**config.mk**
```make
export PLATFORM = sky130hd
export DESIGN_NAME = jtag_tap_responder_flat
export DESIGN_NICKNAME = d
export VERILOG_FILES = /design/src/rtl/jtag_tap_responder_if.sv /design/src/rtl/jtag_tap_responder.sv /design/src/flat_wrapper.sv
export SDC_FILE = /design/constraint.sdc
export NUM_CORES = 1
export LEC_CHECK = 0
export CAP_MARGIN = 20
export CORE_ASPECT_RATIO = 0.7
export CORE_UTILIZATION = 55
export DETAILED_ROUTE_END_ITERATION = 12
export PLACE_DENSITY = 0.94
export SLEW_MARGIN = 20
export SYNTH_ARGS = -nofsm -noshare
export SYNTH_HDL_FRONTEND = slang
export SYNTH_SLANG_ARGS = --single-unit
```
**constraint.sdc**
```tcl
create_clock -name CLK -period 5.33 [get_ports CLK]
set_input_delay 1.3325 -clock CLK [delete_from_list [all_inputs] [get_ports CLK]]
set_output_delay 1.3325 -clock CLK [all_outputs]
set_load 0.02 [all_outputs]
```
**src/rtl/jtag_tap_responder_if.sv**
```systemverilog
// Pin-level JTAG link plus the user register port of the TAP responder.
// The master modport is the side that drives TCK/TMS/TDI and provides USER_DR_IN.
interface jtag_tap_responder_if #(
  parameter int C_IR_LENGTH = 4,
  parameter int C_DR_LENGTH = 32
);
  logic                   TCK;
  logic                   TMS;
  logic                   TDI;
  logic                   TDO;
  logic [C_DR_LENGTH-1:0] USER_DR_IN;
  logic [C_DR_LENGTH-1:0] USER_DR_OUT;
  logic                   USER_UPDATE;
  logic [C_IR_LENGTH-1:0] IR_VALUE;
  logic [3:0]             TAP_STATE;

  modport master (
    output TCK, TMS, TDI, USER_DR_IN,
    input  TDO, USER_DR_OUT, USER_UPDATE, IR_VALUE, TAP_STATE
  );

  modport slave (
    input  TCK, TMS, TDI, USER_DR_IN,
    output TDO, USER_DR_OUT, USER_UPDATE, IR_VALUE, TAP_STATE
  );
endinterface

```
**src/rtl/jtag_tap_responder.sv**
```systemverilog
// IEEE 1149.1 TAP target oversampled in the CLK domain, with IDCODE, BYPASS and USER DRs.
//
// state | meaning
// TLR   | test-logic-reset, IR forced to IDCODE
// RTI   | run-test/idle
// SELDR | select DR scan
// CAPDR | capture selected DR
// SHDR  | shift selected DR, TDI -> MSB, LSB -> TDO
// EX1DR | exit1 DR
// PDR   | pause DR, shift reg holds
// EX2DR | exit2 DR
// UPDR  | update DR (USER_DR_OUT written on TCK fall)
// SELIR | select IR scan
// CAPIR | capture 2'b01 into IR shift reg
// SHIR  | shift IR
// EX1IR | exit1 IR
// PIR   | pause IR
// EX2IR | exit2 IR
// UPIR  | update IR (IR_VALUE written on TCK fall)
module jtag_tap_responder #(
  parameter int          C_IR_LENGTH    = 4,
  parameter int          C_DR_LENGTH    = 32,
  parameter logic [31:0] C_IDCODE       = 32'h1234_5679,
  parameter int          C_IDCODE_INSTR = 1,
  parameter int          C_USER_INSTR   = 2
) (
  input  logic                CLK,
  input  logic                RESETN,
  jtag_tap_responder_if.slave bus
);

  typedef enum logic [3:0] {
    TLR   = 4'h0, RTI   = 4'h1, SELDR = 4'h2, CAPDR = 4'h3,
    SHDR  = 4'h4, EX1DR = 4'h5, PDR   = 4'h6, EX2DR = 4'h7,
    UPDR  = 4'h8, SELIR = 4'h9, CAPIR = 4'hA, SHIR  = 4'hB,
    EX1IR = 4'hC, PIR   = 4'hD, EX2IR = 4'hE, UPIR  = 4'hF
  } tap_state_e;

  localparam logic [C_IR_LENGTH-1:0] IR_IDCODE  = C_IR_LENGTH'(C_IDCODE_INSTR);
  localparam logic [C_IR_LENGTH-1:0] IR_USER    = C_IR_LENGTH'(C_USER_INSTR);
  localparam logic [C_IR_LENGTH-1:0] IR_CAPTURE = C_IR_LENGTH'(2'b01);

  logic tck_s1, tck_s2, tck_d;
  logic tms_s1, tms_s2;
  logic tdi_s1, tdi_s2;
  logic tck_rise, tck_fall;

  tap_state_e state_q, state_d;

  logic in_tlr, cap_ir, sh_ir, upd_ir, cap_dr, sh_dr, upd_dr;

  logic [C_IR_LENGTH-1:0] ir_sr, ir_q;
  logic [31:0]            idcode_sr;
  logic [C_DR_LENGTH-1:0] user_sr, user_dr_out_q;
  logic                   bypass_q;
  logic                   user_update_q;
  logic                   tdo_q;
  logic                   sel_idcode, sel_user, dr_lsb;

  // Two-flop synchronisers, then one extra TCK stage so edges become 1-CLK strobes.
  always_ff @(posedge CLK or negedge RESETN) begin
    if (!RESETN) begin
      tck_s1 <= 1'b0;
      tck_s2 <= 1'b0;
      tck_d  <= 1'b0;
      tms_s1 <= 1'b0;
      tms_s2 <= 1'b0;
      tdi_s1 <= 1'b0;
      tdi_s2 <= 1'b0;
    end else begin
      tck_s1 <= bus.TCK;
      tck_s2 <= tck_s1;
      tck_d  <= tck_s2;
      tms_s1 <= bus.TMS;
      tms_s2 <= tms_s1;
      tdi_s1 <= bus.TDI;
      tdi_s2 <= tdi_s1;
    end
  end

  assign tck_rise = tck_s2 & ~tck_d;
  assign tck_fall = ~tck_s2 & tck_d;

  always_ff @(posedge CLK or negedge RESETN) begin
    if (!RESETN) state_q <= TLR;
    else         state_q <= state_d;
  end

  always_comb begin
    state_d = state_q;
    if (tck_rise) begin
      case (state_q)
        TLR:     state_d = tms_s2 ? TLR   : RTI;
        RTI:     state_d = tms_s2 ? SELDR : RTI;
        SELDR:   state_d = tms_s2 ? SELIR : CAPDR;
        CAPDR:   state_d = tms_s2 ? EX1DR : SHDR;
        SHDR:    state_d = tms_s2 ? EX1DR : SHDR;
        EX1DR:   state_d = tms_s2 ? UPDR  : PDR;
        PDR:     state_d = tms_s2 ? EX2DR : PDR;
        EX2DR:   state_d = tms_s2 ? UPDR  : SHDR;
        UPDR:    state_d = tms_s2 ? SELDR : RTI;
        SELIR:   state_d = tms_s2 ? TLR   : CAPIR;
        CAPIR:   state_d = tms_s2 ? EX1IR : SHIR;
        SHIR:    state_d = tms_s2 ? EX1IR : SHIR;
        EX1IR:   state_d = tms_s2 ? UPIR  : PIR;
        PIR:     state_d = tms_s2 ? EX2IR : PIR;
        EX2IR:   state_d = tms_s2 ? UPIR  : SHIR;
        UPIR:    state_d = tms_s2 ? SELDR : RTI;
        default: state_d = TLR;
      endcase
    end
  end

  always_comb begin
    in_tlr = 1'b0;
    cap_ir = 1'b0;
    sh_ir  = 1'b0;
    upd_ir = 1'b0;
    cap_dr = 1'b0;
    sh_dr  = 1'b0;
    upd_dr = 1'b0;
    case (state_q)
      TLR:     in_tlr = 1'b1;
      CAPIR:   cap_ir = 1'b1;
      SHIR:    sh_ir  = 1'b1;
      UPIR:    upd_ir = 1'b1;
      CAPDR:   cap_dr = 1'b1;
      SHDR:    sh_dr  = 1'b1;
      UPDR:    upd_dr = 1'b1;
      default: ;
    endcase
  end

  // Only IDCODE and USER codes decode; everything else falls through to BYPASS.
  assign sel_idcode = (ir_q == IR_IDCODE);
  assign sel_user   = (ir_q == IR_USER) && !sel_idcode;
  assign dr_lsb     = sel_idcode ? idcode_sr[0] : (sel_user ? user_sr[0] : bypass_q);

  always_ff @(posedge CLK or negedge RESETN) begin
    if (!RESETN) begin
      ir_sr         <= '0;
      ir_q          <= IR_IDCODE;
      idcode_sr     <= '0;
      user_sr       <= '0;
      bypass_q      <= 1'b0;
      user_dr_out_q <= '0;
      user_update_q <= 1'b0;
      tdo_q         <= 1'b0;
    end else begin
      user_update_q <= 1'b0;
      if (tck_rise) begin
        if (in_tlr) ir_q  <= IR_IDCODE;
        if (cap_ir) ir_sr <= IR_CAPTURE;
        if (sh_ir)  ir_sr <= {tdi_s2, ir_sr[C_IR_LENGTH-1:1]};
        if (cap_dr) begin
          if (sel_idcode)    idcode_sr <= C_IDCODE;
          else if (sel_user) user_sr   <= bus.USER_DR_IN;
          else               bypass_q  <= 1'b0;
        end
        if (sh_dr) begin
          if (sel_idcode)    idcode_sr <= {tdi_s2, idcode_sr[31:1]};
          else if (sel_user) user_sr   <= {tdi_s2, user_sr[C_DR_LENGTH-1:1]};
          else               bypass_q  <= tdi_s2;
        end
      end
      // TDO changes on the falling edge so the master sees it stable at the next rise.
      if (tck_fall) begin
        if (upd_ir) ir_q <= ir_sr;
        if (upd_dr && sel_user) begin
          user_dr_out_q <= user_sr;
          user_update_q <= 1'b1;
        end
        if (sh_ir)      tdo_q <= ir_sr[0];
        else if (sh_dr) tdo_q <= dr_lsb;
        else            tdo_q <= 1'b0;
      end
    end
  end

  assign bus.TDO         = tdo_q;
  assign bus.USER_DR_OUT = user_dr_out_q;
  assign bus.USER_UPDATE = user_update_q;
  assign bus.IR_VALUE    = ir_q;
  assign bus.TAP_STATE   = state_q;

endmodule
```
**src/flat_wrapper.sv**
```systemverilog
// flat-port wrapper written by rule: the top's interface ports become plain ports
module jtag_tap_responder_flat 
#(
  parameter int          C_IR_LENGTH    = 4,
  parameter int          C_DR_LENGTH    = 32,
  parameter logic [31:0] C_IDCODE       = 32'h1234_5679,
  parameter int          C_IDCODE_INSTR = 1,
  parameter int          C_USER_INSTR   = 2
)
  (CLK, RESETN, bus_TCK, bus_TMS, bus_TDI, bus_USER_DR_IN, bus_TDO, bus_USER_DR_OUT, bus_USER_UPDATE, bus_IR_VALUE, bus_TAP_STATE);
  jtag_tap_responder_if #(.C_IR_LENGTH(C_IR_LENGTH), .C_DR_LENGTH(C_DR_LENGTH)) bus_i ();
  input  logic CLK;
  input  logic RESETN;
  input wire logic [$bits(bus_i.TCK)-1:0] bus_TCK;
  input wire logic [$bits(bus_i.TMS)-1:0] bus_TMS;
  input wire logic [$bits(bus_i.TDI)-1:0] bus_TDI;
  input wire logic [$bits(bus_i.USER_DR_IN)-1:0] bus_USER_DR_IN;
  output wire logic [$bits(bus_i.TDO)-1:0] bus_TDO;
  output wire logic [$bits(bus_i.USER_DR_OUT)-1:0] bus_USER_DR_OUT;
  output wire logic [$bits(bus_i.USER_UPDATE)-1:0] bus_USER_UPDATE;
  output wire logic [$bits(bus_i.IR_VALUE)-1:0] bus_IR_VALUE;
  output wire logic [$bits(bus_i.TAP_STATE)-1:0] bus_TAP_STATE;
  assign bus_i.TCK = bus_TCK;
  assign bus_i.TMS = bus_TMS;
  assign bus_i.TDI = bus_TDI;
  assign bus_i.USER_DR_IN = bus_USER_DR_IN;
  assign bus_TDO = bus_i.TDO;
  assign bus_USER_DR_OUT = bus_i.USER_DR_OUT;
  assign bus_USER_UPDATE = bus_i.USER_UPDATE;
  assign bus_IR_VALUE = bus_i.IR_VALUE;
  assign bus_TAP_STATE = bus_i.TAP_STATE;
  jtag_tap_responder #(.C_IR_LENGTH(C_IR_LENGTH), .C_DR_LENGTH(C_DR_LENGTH), .C_IDCODE(C_IDCODE), .C_IDCODE_INSTR(C_IDCODE_INSTR), .C_USER_INSTR(C_USER_INSTR)) u_core (.CLK(CLK), .RESETN(RESETN), .bus(bus_i));
endmodule
```
# ---- Word level (Yosys, flattened, before mapping)
# Cells that the tools add are included.
dict set report op_classes {
  bitwise 4
  order_cmp 0
  addsub 0
  n_reduce_logical 10
  shift 0
  mux 48
  mul 0
  n_eq_ne 17
  div_mod_pow 0
}
# op n
set op_table {}
lappend op_table {{$mux 32} 10}
lappend op_table {{$pmux 4 s12} 1}
lappend op_table {{$mux 4} 10}
lappend op_table {{$eq 4x4->1 const B} 8}
lappend op_table {{$mux 1} 22}
lappend op_table {{$eq 4x3->1 const B} 4}
lappend op_table {{$eq 4x2->1 const B} 3}
lappend op_table {{$eq 4x1->1 const B} 2}
lappend op_table {{$mux 2} 3}
lappend op_table {{$mux 3} 2}
lappend op_table {{$logic_not 4->1} 1}
lappend op_table {{$reduce_and 2->1} 2}
lappend op_table {{$reduce_or 2->1} 2}
lappend op_table {{$reduce_or 3->1} 1}
lappend op_table {{$and 1x1->1} 2}
lappend op_table {{$logic_and 1x1->1} 2}
lappend op_table {{$not 1->1} 2}
lappend op_table {{$reduce_bool 2->1} 1}
lappend op_table {{$logic_not 1->1} 1}
dict set report word_totals {
  latch_bits 0
  elab_cells 95
  register_bits 118
  ramBits 0
  mem_bits_ro 0
  n_memories 0
}

# ---- Logic depth before layout (Yosys ltp)
dict set report logic_depth {
  depth_word 9
  mapped_depth 7
  depth_no_buf 4
}

# ---- Worst setup path after synthesis
# No wires, ideal clock.
dict set report synth_path {
  path_type {register -> register}
  start {register u_core.ir_q[2], in the netlist u_core.bus.IR_VALUE[2]}
  end {register u_core.user_dr_out_q[10], in the netlist u_core.bus.USER_DR_OUT[10]}
  t_arrival_ns 2.166
  path_buffers 3
  setup_ns 0.125
  required_ns 5.205
  path_slack_ns 3.039
  stages_incl_launch_ff 7
  period_less_slack_ns 2.291
  cell_sequence {dfrtp_1 or4b_1 buf_2 or4_4 buf_6 buf_6 mux2_4}
}
dict set report synth_via {
  elab_chain_len 5
}
# element line_no
set synth_lines {}
lappend synth_lines {{start: declaration} jtag_tap_responder.sv:52} ;# logic [C_IR_LENGTH-1:0] ir_sr, ir_q;
lappend synth_lines {{start signal: assignment} jtag_tap_responder.sv:168} ;# if (upd_ir) ir_q <= ir_sr;
lappend synth_lines {{$eq 4x1->1} jtag_tap_responder.sv:135} ;# assign sel_idcode = (ir_q == IR_IDCODE);
lappend synth_lines {{$logic_not 1->1} jtag_tap_responder.sv:136} ;# assign sel_user = (ir_q == IR_USER) && !sel_idcode;
lappend synth_lines {{$logic_and 1x1->1 (*)} jtag_tap_responder.sv:136}
lappend synth_lines {{$logic_and 1x1->1 (*)} jtag_tap_responder.sv:169} ;# if (upd_dr && sel_user) begin
lappend synth_lines {{$reduce_and 2->1 (no line) (*)} --}
lappend synth_lines {{end signal: assignment} jtag_tap_responder.sv:170} ;# user_dr_out_q <= user_sr;
lappend synth_lines {{end: declaration} jtag_tap_responder.sv:54} ;# logic [C_DR_LENGTH-1:0] user_sr, user_dr_out_q;
# Mark *: on every way between the ends. The rest lies on a longest branch, timed or not.
# A chain may end at the register's enable or synchronous reset.

# ---- Worst setup path after layout
dict set report layout_path {
  start {register u_core.state_q[0], in the netlist u_core.bus.TAP_STATE[0]}
  end {output bus_TAP_STATE[0]}
}
# element line_no
set layout_rtl {}
lappend layout_rtl {{start: declaration} jtag_tap_responder.sv:48} ;# tap_state_e state_q, state_d;
lappend layout_rtl {{start signal: assignment} jtag_tap_responder.sv:86} ;# else state_q <= state_d;
lappend layout_rtl {{end: declaration} flat_wrapper.sv:22} ;# output wire logic [$bits(bus_i.TAP_STATE)-1:0] bus_TAP_STATE;
# No word-level cell between the ends.

==> implementation parameters <==
Parameter                              Value

Drt
  Via-to-Cell Ratio ... 6.21
  Router iterations before antenna repair ... 5
  Detailed Route WL ... 11.5 mm
  Antenna-violating nets left ... 0
  Count of routing violations after the opening detailed-route iteration ... 381
  WL per Instance ... 20.2 µm
  Via count of the routed design ... 3530
  Number of DRC violations after detailed routing ... 0

Yosys
  Number of enable flip-flop cells after synthesis ... 0
  Simple-gate portion of the synthesized area ... 6.22%
  Arithmetic-cell share of the synthesized area counting full adders, half adders and majority gates ... 0%
  Area fraction in compound gates after synthesis ... 20.1%
  Library cell occupying the most area in the post-synthesis netlist ... sky130_fd_sc_hd__dfrtp_1
  Mapped Cells ... 370
  Ranking of synthesized cells by area ... sky130_fd_sc_hd__dfrtp_1, sky130_fd_sc_hd__mux2_4, sky130_fd_sc_hd__a2bb2oi_1
  Count of yosys warnings during synthesis ... 0
  Flip-flop and latch count after synthesis ... 118
  Primary flip-flop cell chosen by synthesis mapping ... sky130_fd_sc_hd__dfrtp_1
  Netlist Area Pre-Place ... 0.00489 mm²
  Area share of xor/xnor cells in the synthesized design ... 0%
  Asr flop ratio synth ... 100%
  Distinct cell type count of the synthesized netlist ... 41
  Area share of the largest cell type after synthesis ... 59.9%
  Mean instance size in the synthesized netlist ... 13.2 µm²
  Sequential element share of the synthesized area ... 60.4%
  Dominant combinational cell family by area after synthesis ... compound AO/OA/AOI/OAI gates
  Synthesized Nets ... 407
  Fraction of synthesized area in multiplexers ... 9.80%

Floorplanning
  Site row count ... 28
  Number of ports placed on the die boundary ... 79
  Initial standard-cell utilization of the core ... 57.2%
  DIE WIDTH ... 115 µm
  Total Die Area ... 0.00927 mm²
  Core footprint ... 0.00855 mm²
  Die height ... 80.9 µm

Flow run
  Number of maximum-capacitance violations ... 0

Critical path
  Critical path class ... reg2out
  Critical R2R Launch ... u_core.tck_s2
  Category of the worst setup path capture point ... output port
  Max stage delay cell, worst path ... sky130_fd_sc_hd__dfrtp_1
  Maximum single-stage delay on the critical path ... 0.76 ns
  Critical path arrival ... 1.90 ns
  Worst setup startpoint ... u_core.bus.TAP_STATE[0]
  Cells traversed along the worst timing path ... clkdlybuf4s50_1
  Largest fanout on the critical path ... 27
  WP data required ... 4.00 ns
  Critical path startpoint category ... flip-flop
  Cell family contributing the most delay on the critical path ... flip-flops
  WP buf/inv ... 1

Clocking
  Clock tree from TritonCTS ... built
  Maximum number of buffers from clock root to sink ... 2
  Clock slew at the register clock pins of the worst setup and hold paths ... 0.05 ns
  Buffer count from post-CTS setup fixing ... 0
  CTS hold repair buffers ... 0
  Number of CTS-inserted buffers ... 17
  Post-CTS resize count ... 0
  H-tree levels ... 4
  Clock root buffer master ... sky130_fd_sc_hd__clkbuf_16
  Source-to-sink clock delay at the later pin of the worst-skew pair ... 0.41 ns
  Number of sinks driven by the clock tree ... 118

Final layout
  Share of cells above drive strength 1 ... 16.3%
  Antenna diode count ... 0
  Final instance count without filler cells ... 568
  Fill cells ... 559
  Commonest non-fill, non-tap cells in the layout ... sky130_fd_sc_hd__dfrtp_1, sky130_fd_sc_hd__clkdlybuf4s50_1, sky130_fd_sc_hd__o22ai_1, sky130_fd_sc_hd__a2bb2oi_1, sky130_fd_sc_hd__mux2_4
  Number of nets in the layout ... 472
  Layout Area Growth over Synthesis ... 27.8%
  Most common cell after layout, fill and taps aside ... sky130_fd_sc_hd__dfrtp_1

Placed design
  Placed Cells ... 536
  Routability-driven placement congestion ratio ... 0.781
  Post-DP HPWL ... 6.75 mm
  Port-buffer cells ... 78

Timing
  Maximum frequency from static timing analysis ... 310 MHz
  Final hold violations ... 0
  Clock Skew ... 0.00656 ns
  Period minus WS final ... 3.23 ns
  Transition time at the pin with the least slew margin ... 1.07 ns
  Finish-stage setup viols ... 0
  Final worst path period share ... 60.6%
  TNS Setup ... 0 ns
  Final Max Slew Viols ... 0
  Worst relative slew slack ... 28.2%
  Unrepaired setup endpoints after global routing ... no

GRT
  Initial antenna violation count ... 0
  Largest net degree at the start of global routing ... 89
  Remaining Overflow, GRT ... 0
  First-pass GRT wire length ... 18.3 mm
  Met3 layer usage reported by global route ... 7.76%
  All-layer global routing usage ... 26.8%
  GR Layer Usage met1 ... 35.6%
  Vias in the first global route ... 3465
  Met2 routing resource usage after global routing ... 42.3%
  Peak-usage layer in the global routing report ... met2

Pwr
  Leakage Power ... 2.87 nW
  Power density over cell area ... 421 mW/mm²
  Peak supply drop ... 0.203 mV

Worst hold path
  Worst min-delay path class ... reg2reg
  Hold_sp ... u_core.tck_s1

Run status
  Run status ... complete, no violations
[area by class of cell]
type | instances | area (µm²) | share of cell area (%)
Sequential cell | 118 | 2950 | 47.3
Multi-Input combinational cell | 215 | 1780 | 28.4
Timing Repair Buffer | 80 | 797 | 12.8
Clock buffer | 22 | 454 | 7.27
Tap cell | 120 | 150 | 2.40
Clock inverter | 10 | 105 | 1.68
Inverter | 3 | 11.3 | 0.180
[cells by family after synthesis]
kind of cell           after synthesis
flip-flops                         118
AO/OA/AOI/OAI                      130
multiplexers                        33
AND/OR/NAND/NOR                     52
buffers and inverters               37
[stage by stage]
stage	total power [mW]	cell area [µm²]	utilization (%)	setup slack [ns]	hold slack, ns
3_5_place_dp	1.54	5680	66.5	2.56	0.337
6_report	2.63	6250	73.1	2.10	0.344
2_1_floorplan	1.40	4890	-	3.04	0.331
3_3_place_gp	1.52	5680	66.5	2.58	0.335
4_1_cts	2.64	6240	73.0	2.10	0.347
5_1_grt	2.73	6250	73.1	1.97	0.366
[worst paths after layout]
check	endpoint	slack (ns)	cells past startpoint
worst max register to register	u_core.idcode_sr[0]	2.46	4
worst min register to register	u_core.tck_s2	0.34	0
worst min-delay path	u_core.tck_s2	0.34	0
min in group asynchronous	u_core.bus.IR_VALUE[2]	0.98	1
max in group asynchronous	u_core.bus.USER_DR_OUT[7]	3.41	2
worst max-delay path	bus_TAP_STATE[0]	2.10	1
[flip-flops by register name, summed over array words and instances (netlist names)]
| register | count |
|---|---|
| u_core.bus.USER_DR_OUT | 32 |
| u_core.idcode_sr | 32 |
| u_core.user_sr | 32 |
| u_core.bus.IR_VALUE | 4 |
| u_core.bus.TAP_STATE | 4 |
| u_core.ir_sr | 4 |
| u_core.bus.TDO | 1 |
| u_core.bus.USER_UPDATE | 1 |
| u_core.bypass_q | 1 |
| u_core.tck_d | 1 |
| u_core.tck_s1 | 1 |
| u_core.tck_s2 | 1 |
| u_core.tdi_s1 | 1 |
| u_core.tdi_s2 | 1 |
| u_core.tms_s1 | 1 |
| u_core.tms_s2 | 1 |
[where the power goes]
part           switching (mW)  total [mW]  internal, mW
Clock                   0.383        1.08         0.694
Combinational           0.173       0.383         0.210
Sequential              0.141        1.17          1.03
[Yosys cell counts (2+ instances only)]
cell type / n
sky130_fd_sc_hd__mux2_2: 3
sky130_fd_sc_hd__a32oi_1: 2
sky130_fd_sc_hd__nand3_1: 3
sky130_fd_sc_hd__nor2_1: 8
sky130_fd_sc_hd__a211o_1: 2
sky130_fd_sc_hd__a31oi_1: 3
sky130_fd_sc_hd__o22a_1: 14
sky130_fd_sc_hd__a2bb2oi_1: 32
sky130_fd_sc_hd__o211ai_1: 3
sky130_fd_sc_hd__o22ai_1: 32
sky130_fd_sc_hd__or4b_1: 3
sky130_fd_sc_hd__o21ai_0: 10
sky130_fd_sc_hd__dfrtp_1: 117
sky130_fd_sc_hd__nand2_1: 11
sky130_fd_sc_hd__or2_2: 2
sky130_fd_sc_hd__nor2b_1: 8
sky130_fd_sc_hd__buf_6: 4
sky130_fd_sc_hd__a21oi_1: 8
sky130_fd_sc_hd__nor3_1: 2
sky130_fd_sc_hd__a22o_1: 21
sky130_fd_sc_hd__or3b_2: 2
sky130_fd_sc_hd__inv_1: 3
sky130_fd_sc_hd__nand2b_1: 3
sky130_fd_sc_hd__clkbuf_1: 29
sky130_fd_sc_hd__mux2_4: 29
[layer usage]
metal	vias up	wire [µm]	share of wire [%]
li1	1535	-	-
met1	1820	5090	44
met2	151	5510	48
met3	24	710	6.2
met4	0	178	1.5
met5	-	0	0
(Power assumes the default switching activity.)
